$ cat config.mk
export PLATFORM = sky130hd
export DESIGN_NAME = ps2_host_tx
export DESIGN_NICKNAME = d
export VERILOG_FILES = /design/src/rtl/ps2_host_tx.sv
export SDC_FILE = /design/constraint.sdc
export NUM_CORES = 1
export LEC_CHECK = 0
export ABC_AREA = 1
export CAP_MARGIN = 10
export CORE_UTILIZATION = 35
export DETAILED_ROUTE_END_ITERATION = 6
export GPL_TIMING_DRIVEN = 0
export PLACE_DENSITY = 0.61
export SYNTH_ARGS = -nofsm -noshare
export SYNTH_HDL_FRONTEND = slang
export SYNTH_SLANG_ARGS = --single-unit
$ cat constraint.sdc
create_clock -name i_clk -period 2.8 [get_ports i_clk]
set_input_delay 0.28 -clock i_clk [delete_from_list [all_inputs] [get_ports i_clk]]
set_output_delay 0.28 -clock i_clk [all_outputs]
set_load 0.01 [all_outputs]
$ cat src/rtl/ps2_host_tx.sv
// Host-to-device PS/2 command transmitter: request-to-send, 8 data bits LSB first,
// odd parity, stop, then device ACK check, driving both lines through open-drain enables.
module ps2_host_tx #(
    parameter int unsigned INHIBIT_CYCLES = 5000,
    parameter int unsigned RTS_CYCLES     = 16,
    parameter int unsigned TIMEOUT_CYCLES = 1_000_000
) (
    input  logic       i_clk,
    input  logic       i_rst,
    input  logic       i_kbd_clk,
    input  logic       i_kbd_data,
    input  logic [7:0] i_tx_data,
    input  logic       i_tx_valid,
    output logic       o_tx_ready,
    output logic       o_tx_busy,
    output logic       o_kbd_clk_oe,
    output logic       o_kbd_data_oe,
    output logic       o_tx_done,
    output logic       o_tx_err
);

    localparam int unsigned MAX_A      = (INHIBIT_CYCLES > TIMEOUT_CYCLES) ? INHIBIT_CYCLES : TIMEOUT_CYCLES;
    localparam int unsigned MAX_CYCLES = (MAX_A > RTS_CYCLES) ? MAX_A : RTS_CYCLES;
    localparam int unsigned CNT_W      = $clog2(MAX_CYCLES + 1);
    localparam int unsigned FRAME_W    = 10;

    typedef enum logic [2:0] {
        S_IDLE,
        S_INHIBIT,
        S_RTS,
        S_SEND,
        S_WAIT_IDLE,
        S_DONE,
        S_ERR
    } state_t;

    state_t               r_state;
    logic [CNT_W-1:0]     r_cnt;
    logic [3:0]           r_fall_cnt;
    logic [FRAME_W-1:0]   r_shreg;
    logic                 r_clk_r0, r_clk_r1, r_clk_r2;
    logic                 r_data_r0, r_data_r1;
    logic                 r_tx_ready, r_tx_busy, r_clk_oe, r_data_oe, r_tx_done, r_tx_err;
    logic                 w_fall;
    logic                 w_timeout;

    // Pin synchronizers, idle bus level at reset
    always_ff @(posedge i_clk or posedge i_rst) begin
        if (i_rst) begin
            r_clk_r0  <= 1'b1;
            r_clk_r1  <= 1'b1;
            r_clk_r2  <= 1'b1;
            r_data_r0 <= 1'b1;
            r_data_r1 <= 1'b1;
        end else begin
            r_clk_r0  <= i_kbd_clk;
            r_clk_r1  <= r_clk_r0;
            r_clk_r2  <= r_clk_r1;
            r_data_r0 <= i_kbd_data;
            r_data_r1 <= r_data_r0;
        end
    end

    assign w_fall    = ~r_clk_r1 & r_clk_r2;
    assign w_timeout = (r_cnt == CNT_W'(TIMEOUT_CYCLES - 1));

    // The cycle counter keeps running from SEND into WAIT_IDLE so the timeout spans release to completion
    always_ff @(posedge i_clk or posedge i_rst) begin
        if (i_rst) begin
            r_state    <= S_IDLE;
            r_cnt      <= '0;
            r_fall_cnt <= '0;
            r_shreg    <= '0;
            r_tx_ready <= 1'b1;
            r_tx_busy  <= 1'b0;
            r_clk_oe   <= 1'b0;
            r_data_oe  <= 1'b0;
            r_tx_done  <= 1'b0;
            r_tx_err   <= 1'b0;
        end else begin
            r_tx_done <= 1'b0;
            r_tx_err  <= 1'b0;
            case (r_state)
                S_IDLE: begin
                    if (i_tx_valid) begin
                        r_shreg    <= {1'b1, ~^i_tx_data, i_tx_data};
                        r_cnt      <= '0;
                        r_clk_oe   <= 1'b1;
                        r_data_oe  <= 1'b0;
                        r_tx_ready <= 1'b0;
                        r_tx_busy  <= 1'b1;
                        r_state    <= S_INHIBIT;
                    end
                end
                S_INHIBIT: begin
                    if (r_cnt == CNT_W'(INHIBIT_CYCLES - 1)) begin
                        r_cnt     <= '0;
                        r_data_oe <= 1'b1;
                        r_state   <= S_RTS;
                    end else begin
                        r_cnt <= r_cnt + CNT_W'(1);
                    end
                end
                S_RTS: begin
                    if (r_cnt == CNT_W'(RTS_CYCLES - 1)) begin
                        r_cnt      <= '0;
                        r_fall_cnt <= '0;
                        r_clk_oe   <= 1'b0;
                        r_state    <= S_SEND;
                    end else begin
                        r_cnt <= r_cnt + CNT_W'(1);
                    end
                end
                S_SEND: begin
                    if (w_timeout) begin
                        r_clk_oe  <= 1'b0;
                        r_data_oe <= 1'b0;
                        r_tx_err  <= 1'b1;
                        r_state   <= S_ERR;
                    end else begin
                        r_cnt <= r_cnt + CNT_W'(1);
                        if (w_fall) begin
                            if (r_fall_cnt == 4'd10) begin
                                if (r_data_r1) begin
                                    r_data_oe <= 1'b0;
                                    r_tx_err  <= 1'b1;
                                    r_state   <= S_ERR;
                                end else begin
                                    r_state <= S_WAIT_IDLE;
                                end
                            end else begin
                                r_data_oe  <= ~r_shreg[0];
                                r_shreg    <= {1'b0, r_shreg[FRAME_W-1:1]};
                                r_fall_cnt <= r_fall_cnt + 4'd1;
                            end
                        end
                    end
                end
                S_WAIT_IDLE: begin
                    if (w_timeout) begin
                        r_clk_oe  <= 1'b0;
                        r_data_oe <= 1'b0;
                        r_tx_err  <= 1'b1;
                        r_state   <= S_ERR;
                    end else begin
                        r_cnt <= r_cnt + CNT_W'(1);
                        if (r_clk_r1 && r_data_r1) begin
                            r_tx_done <= 1'b1;
                            r_state   <= S_DONE;
                        end
                    end
                end
                S_DONE, S_ERR: begin
                    r_clk_oe   <= 1'b0;
                    r_data_oe  <= 1'b0;
                    r_tx_ready <= 1'b1;
                    r_tx_busy  <= 1'b0;
                    r_state    <= S_IDLE;
                end
                default: begin
                    r_state <= S_IDLE;
                end
            endcase
        end
    end

    assign o_tx_ready    = r_tx_ready;
    assign o_tx_busy     = r_tx_busy;
    assign o_kbd_clk_oe  = r_clk_oe;
    assign o_kbd_data_oe = r_data_oe;
    assign o_tx_done     = r_tx_done;
    assign o_tx_err      = r_tx_err;

endmodule
==> qor.yml, run 1 <==
drt:
  drt_iter0_markers: 126
  first_pass_iters: 4
  drtAntennaViolNets: 0
  drc_errors: 0
  num_vias: 2859
  avgRoutedWirePerCell_microns: 12.58
  totalWireLength_mm: 7.219
  via_per_inst: 4.981
power_and_ir_drop:
  p_clk_share_pct: 15.5
  internal-power_w: 0.001484
  power_leakage_nw: 1.836
  comb_power_share_pct: 48.8
  p_per_area_nw_per_um2: 769.1
  seqPwrFrac_pct: 35.7
  ir_drop_mv: 0.4958
  p_sw_w: 0.001259
  power_switching_share_pct: 45.90
global_routing:
  antenna_found_initial: 0
  track_usage_pct: 16.11
  grt_pass1_wl_mm: 12.46
  gr-total-overflow: 0
  grt_max_degree: 29
  grt_pass1_vias: 2702
die:
  coreArea_sq_um: 8721
  die_x_microns: 96.82
  die_h_microns: 96.82
  num_rows: 34
  start_util_pct: 36.08
  dieArea_sq_um: 9374
  ioPinCount: 19
logic_synthesis:
  synthDistinctLibCells: 34
  avgSynthCellArea_sq_um: 7.168
  synthCells: 439
  syn_nets: 455
  synth-seq-cells: 48
  synth_area_sq_um: 3147
  ys_seq_area_share_pct: 38.41
  synth_warnings: 0
sta:
  final_max_slew_viol_count: 0
  finClkSkew_ns: 0.01161
  tns_ns: 0
  setup_viol: 0
  relSlewSlack_pct: 65.95
  period_minus_slack_ns: 2.073
  rsz0062_at_grt: "no"
  fmax_mhz: 482.4
  finalCritPeriodShare_pct: 74.03
  worst-slew-pin-transition_ns: 0.5107
  hold_violations: 0
setup_path:
  worst_setup_path_end_kind: "register"
  startpoint_type: "register"
  path_max_fanout: 9
  ff2ff_path_depth: 10
  cp_cell_sequence: "ha_1, nand2_2, nor3_4, nand4_4, nand2_4, inv_4, nand2_4, inv_1, nand2_1, nand2_1"
  cp_slowest_stage_delay_ns: 0.45
  worstPathRequired_ns: 3.01
  critPathArrivalTime_ns: 2.28
  path_class: "register to register"
  slowest_stage: "dfrtp_1"
cts:
  holdBufCountCts: 0
  cts_tree: "yes"
  cts_buffer_depth: 2
  numCtsBuffers: 5
  clk-insertion-delay-late_ns: 0.31
  cts_resized: 0
  cts_htree_levels: 2
  cts_root_buf: "clkbuf_8"
  cts_setup_buffers: 0
  cts_sinks: 48
  cts.reportedPaths.clkPinSlew_ns: 0.10
placed_design:
  port_buffers: 18
  dp_hpwl_mm: 5.421
  gp_congestion: 0.8635
  dp_cells: 566
min_path:
  worst_hold_path_type: "input pin to async pin"
cells_and_area:
  layout.cells.non_filler: 574
  diodes: 0
  drive_above_1_share_pct: 9.227
  nets: 481
  num-fill-cells: 911
  syn2layout_area_growth_pct: 13.36
outcome:
  status: "completed"
run:
  cap_violations: 0
[Yosys cell counts, drive strengths merged]
| cell type | count | area (sq um) |
|---|---|---|
| nand2 | 149 | 599.3 |
| nor2 | 60 | 240.2 |
| inv | 52 | 197.7 |
| dfrtp | 42 | 1051 |
| nand3 | 38 | 220.2 |
| o21ai | 25 | 125.1 |
| xor2 | 17 | 148.9 |
| buf | 8 | 56.30 |
| mux2i | 8 | 80.08 |
| nand4 | 8 | 65.06 |
| dfstp | 6 | 157.7 |
| xnor2 | 5 | 43.79 |
| o31ai | 4 | 30.03 |
| ha | 3 | 37.54 |
| nor3 | 3 | 26.28 |
| a21oi | 2 | 10.01 |
| a31oi | 2 | 12.51 |
| clkbuf | 2 | 7.510 |
| a211oi | 1 | 7.510 |
| nand3b | 1 | 7.510 |
| o2111ai | 1 | 8.760 |
| o211ai | 1 | 7.510 |
| or2 | 1 | 6.260 |
[layout make-up]
type | instances | area (sq um) | share of cell area [%]
sequential | 48 | 1209 | 33.88
clock inverter | 2 | 12.51 | 0.3508
buffer | 10 | 63.81 | 1.789
tap | 108 | 135.1 | 3.788
inverter | 52 | 197.7 | 5.542
timing repair buffer | 19 | 200.2 | 5.612
clock buffer | 6 | 72.57 | 2.034
multi-input combinational | 329 | 1677 | 47.00
[worst paths after layout]
path | slack [ns] | start | to
max in group asynchronous | 1.93 | i_rst | o_tx_ready$_DFFE_PP1P_
hold reg to reg | 0.36 | r_clk_r0$_DFF_PP1_ | r_clk_r1$_DFF_PP1_
hold / removal | 0.30 | i_rst | r_cnt[19]$_DFFE_PP0P_
setup reg to reg | 0.73 | r_cnt[0]$_DFFE_PP0P_ | r_cnt[1]$_DFFE_PP0P_
min in group i_clk | 0.36 | r_clk_r0$_DFF_PP1_ | r_clk_r1$_DFF_PP1_
setup / recovery | 0.73 | r_cnt[0]$_DFFE_PP0P_ | r_cnt[1]$_DFFE_PP0P_
[logic make-up after synthesis]
| kind of cell | share of synthesized area, % |
|---|---|
| AO/OA/AOI/OAI | 6.402 |
| XOR/XNOR | 6.123 |
| adder cells (fa/ha/maj) | 1.193 |
| buffers and inverters | 8.310 |
| flip-flops | 38.41 |
| multiplexers | 2.545 |
| AND/OR/NAND/NOR | 37.02 |
[per-layer routing]
layer	track usage, %	wire length (microns)	up-vias
met5	0	0	-
met1	21.44	3441	1355
li1	-	-	1432
met2	26.71	3395	61
met3	2.818	261	11
met4	4.822	121	0
[cell usage in the layout (no fill, tap or decap), types with 2 or more instances in the layout]
cell and instances:
nand3_1 35, buf_2 6, o21ai_0 25, nor2_2 3, nor2_1 56, mux2i_1 8
nand4_1 7, clkbuf_1 3, nand2_4 3, a31oi_1 2, dfrtp_1 42, nand2_2 7
nand2_1 139, xnor2_1 5, clkdlybuf4s50_1 18, clkbuf_8 5, a21oi_1 2, inv_1 50
o31ai_1 4, nand3_4 2, dfstp_2 6, nor3_1 2, ha_1 3, xor2_1 17
[flip-flops by register name, summed over array words and instances (netlist names)]
| register | count |
|---|---|
| r_cnt | 20 |
| r_shreg | 10 |
| r_fall_cnt | 4 |
| r_state | 3 |
| o_kbd_clk_oe | 1 |
| o_kbd_data_oe | 1 |
| o_tx_busy | 1 |
| o_tx_done | 1 |
| o_tx_err | 1 |
| o_tx_ready | 1 |
| r_clk_r0 | 1 |
| r_clk_r1 | 1 |
| r_clk_r2 | 1 |
| r_data_r0 | 1 |
| r_data_r1 | 1 |
[power groups by stage]
stage / Combinational, W / Clock, W / Sequential, W
after detailed placement: 0.00134 / 0 / 0.000994
after CTS: 0.00134 / 0.000438 / 0.000983
after floorplan: 0.000983 / 0 / 0.000972
final: 0.00134 / 0.000425 / 0.000980
after global placement: 0.00132 / 0 / 0.000989
after global routing: 0.00152 / 0.000472 / 0.00101
[stage by stage]
stage                     hold WS [ns]  cell area (sq um)  power (W)  worst slack, ns  util, %
after CTS                       0.3158               3567   0.002763           0.7387    40.90
final                           0.2966               3567   0.002744           0.7272    40.90
after detailed placement        0.3495               3482   0.002334           0.7544    39.93
after global placement          0.3458               3462   0.002310           0.3530    39.70
after floorplan                 0.2845               3147   0.001955            1.106        -
after global routing            0.3351               3567   0.002996           0.5386    40.90
[critical path: cells and delay by family (launching register included)]
family / cells / cell delay [ns]
fa+ha+maj: 1 / 0.32
buf+inv: 2 / 0.15
flops: 1 / 0.45
simple gates: 7 / 1.04
No activity file was read; power rests on OpenSTA's default activity.
==> inputs of run 2 (changes only) <==
==> constraint.sdc (replaced) <==
create_clock -name i_clk -period 1.94 [get_ports i_clk]
set_input_delay 0.194 -clock i_clk [delete_from_list [all_inputs] [get_ports i_clk]]
set_output_delay 0.194 -clock i_clk [all_outputs]
set_load 0.01 [all_outputs]
==> run 2 against run 1 <==
- critical path depth is the same
- clock skew hardly changed
- sequential power is 44% higher
- cell area increased by 3.3%
- clock power up 45%
- sequential share of layout area shrank 0.96 points
- global-route usage is 0.062 points higher
- critical endpoint is now r_cnt[17]$_DFFE_PP0P_
- largest cell class unchanged
- largest power group unchanged
- highest routed layer unchanged
==> qor.yml, run 2 (synthesized netlist as in run 1, its figures left out) <==
cells_and_area:
  final_cell_mix: "nand2_1, nor2_1, inv_1"
  final_common_cell: "nand2_1"
  nets: 491
  top_register: "r_cnt"
  largest_reg_flops: 20
  stdcell_area_sq_um: 3686
  reg.largest.list: "r_cnt x20, r_shreg x10, r_fall_cnt x4"
  syn2layout_area_growth_pct: 17.14
  diodes: 0
  num-fill-cells: 894
  layout.cells.non_filler: 584
  drive_above_1_share_pct: 13.03
sta:
  finClkSkew_ns: 0.01211
  finalCritPeriodShare_pct: 93.98
  final_max_slew_viol_count: 0
  relSlewSlack_pct: 65.32
  hold_violations: 0
  worst-slew-pin-transition_ns: 0.5202
  tns_ns: 0
  setup_ws_ns: 0.1167
  fmax_mhz: 548.5
  setup_viol: 0
  hold_ws_ns: 0.2109
  rsz0062_at_grt: "yes"
  period_minus_slack_ns: 1.823
placed_design:
  dp_hpwl_mm: 5.421
  gp_congestion: 0.8635
  port_buffers: 18
  dp_cells: 566
  place_area_sq_um: 3482
  pre_cts_ws_ns: -0.1056
die:
  die_x_microns: 96.82
  start_util_pct: 36.08
  dieArea_sq_um: 9374
  coreArea_sq_um: 8721
  ioPinCount: 19
  die_h_microns: 96.82
  num_rows: 34
drt:
  avgRoutedWirePerCell_microns: 12.55
  num_vias: 2889
  first_pass_iters: 4
  totalWireLength_mm: 7.331
  drt_iter0_markers: 126
  drtAntennaViolNets: 0
  drc_errors: 0
  via_per_inst: 4.947
power_and_ir_drop:
  p_sw_w: 0.001862
  p_per_area_nw_per_um2: 1108
  p_clk_share_pct: 15.1
  ir_drop_mv: 0.7432
  internal-power_w: 0.002223
  power_switching_share_pct: 45.57
  power_leakage_nw: 1.880
  comb_power_share_pct: 50.4
  seqPwrFrac_pct: 34.5
cts:
  cts_tree: "yes"
  numCtsBuffers: 5
  cts.reportedPaths.clkPinSlew_ns: 0.10
  cts_buffer_depth: 2
  holdBufCountCts: 0
  clk-insertion-delay-late_ns: 0.31
  cts_root_buf: "clkbuf_8"
  cts_sinks: 48
  cts_htree_levels: 2
setup_path:
  path_max_fanout: 5
  path_class: "register to register"
  worstPathRequired_ns: 2.13
  critPathArrivalTime_ns: 2.02
  startpoint_type: "register"
  worst_setup_path_end_kind: "register"
  rr_startpoint: "r_cnt[0]$_DFFE_PP0P_"
  ff2ff_path_depth: 10
  rr_endpoint: "r_cnt[17]$_DFFE_PP0P_"
  r2r_slack_ns: 0.12
min_path:
  worst_hold_path_type: "input pin to async pin"
global_routing:
  gr-total-overflow: 0
  grt_pass1_wl_mm: 12.51
  antenna_found_initial: 0
  grt_pass1_vias: 2713
  track_usage_pct: 16.17
  grt_max_degree: 29
run:
  cap_violations: 0
outcome:
  status: "completed"
-- run 2: critical path, cell delays in order, from the launching register on --
cell and delay (ns):
dfrtp_2 0.41, ha_4 0.18, nand2_2 0.10, nor3_4 0.31
nand4_4 0.20, buf_4 0.19, buf_4 0.13, nand3_1 0.06
nand2_1 0.05, nand2_1 0.05, nor2_1 0.04
-- run 2: worst max-delay path by stage --
| stage | start | slack (ns) | end | depth (start not counted) |
|---|---|---|---|---|
| floorplan | r_cnt[0]$_DFFE_PP0P_ | 0.25 | r_shreg[0]$_DFFE_PP0P_ | 9 |
| global placement | i_rst | -0.42 | r_cnt[7]$_DFFE_PP0P_ | 2 |
| detailed placement | r_cnt[0]$_DFFE_PP0P_ | -0.11 | r_cnt[1]$_DFFE_PP0P_ | 10 |
| CTS | r_cnt[1]$_DFFE_PP0P_ | 0.005 | r_cnt[1]$_DFFE_PP0P_ | 10 |
| global route | r_state[0]$_DFFE_PP0P_ | -0.006 | r_cnt[1]$_DFFE_PP0P_ | 12 |
| finish | r_cnt[0]$_DFFE_PP0P_ | 0.12 | r_cnt[17]$_DFFE_PP0P_ | 10 |
-- run 2: power groups by stage --
stage	Sequential (W)	Clock [W]	Combinational, W
finish	0.00141	0.000616	0.00206
floorplan	0.00140	0	0.00142
global placement	0.00143	0	0.00191
global route	0.00144	0.000681	0.00232
CTS	0.00142	0.000632	0.00194
detailed placement	0.00144	0	0.00193
-- run 2: layout make-up --
class                   count  area [sq um]  share of cell area, %
inverters                  52         197.7                  5.363
multi-input cells         329          1715                  46.54
clock inverters             2         12.51                 0.3394
repair buffers             29         275.3                  7.468
well taps                 108         135.1                  3.666
plain buffers              10         63.81                  1.731
clock buffers               6         72.57                  1.969
flip-flops and latches     48          1214                  32.93
-- run 2: per-layer routing --
layer | vias to the layer above | wire, microns | track usage, %
li1 | 1453 | - | -
met1 | 1370 | 3484 | 21.49
met2 | 57 | 3491 | 26.87
met3 | 9 | 253 | 2.818
met4 | 0 | 102 | 4.822
met5 | - | 0 | 0
-- run 2: timing repair --
action / 4_1_cts / 5_1_grt
setup buffers: 0 / 10
pin swaps: 1 / 4
gates cloned: 0 / 0
gates resized for setup: 2 / 10
setup endpoints to repair: 31 / 30
-- run 2: metrics by stage --
stage	utilization (%)	power, W
global placement	39.70	0.003334
floorplan	-	0.002822
finish	42.27	0.004085
detailed placement	39.93	0.003369
global route	42.27	0.004446
CTS	40.95	0.003992
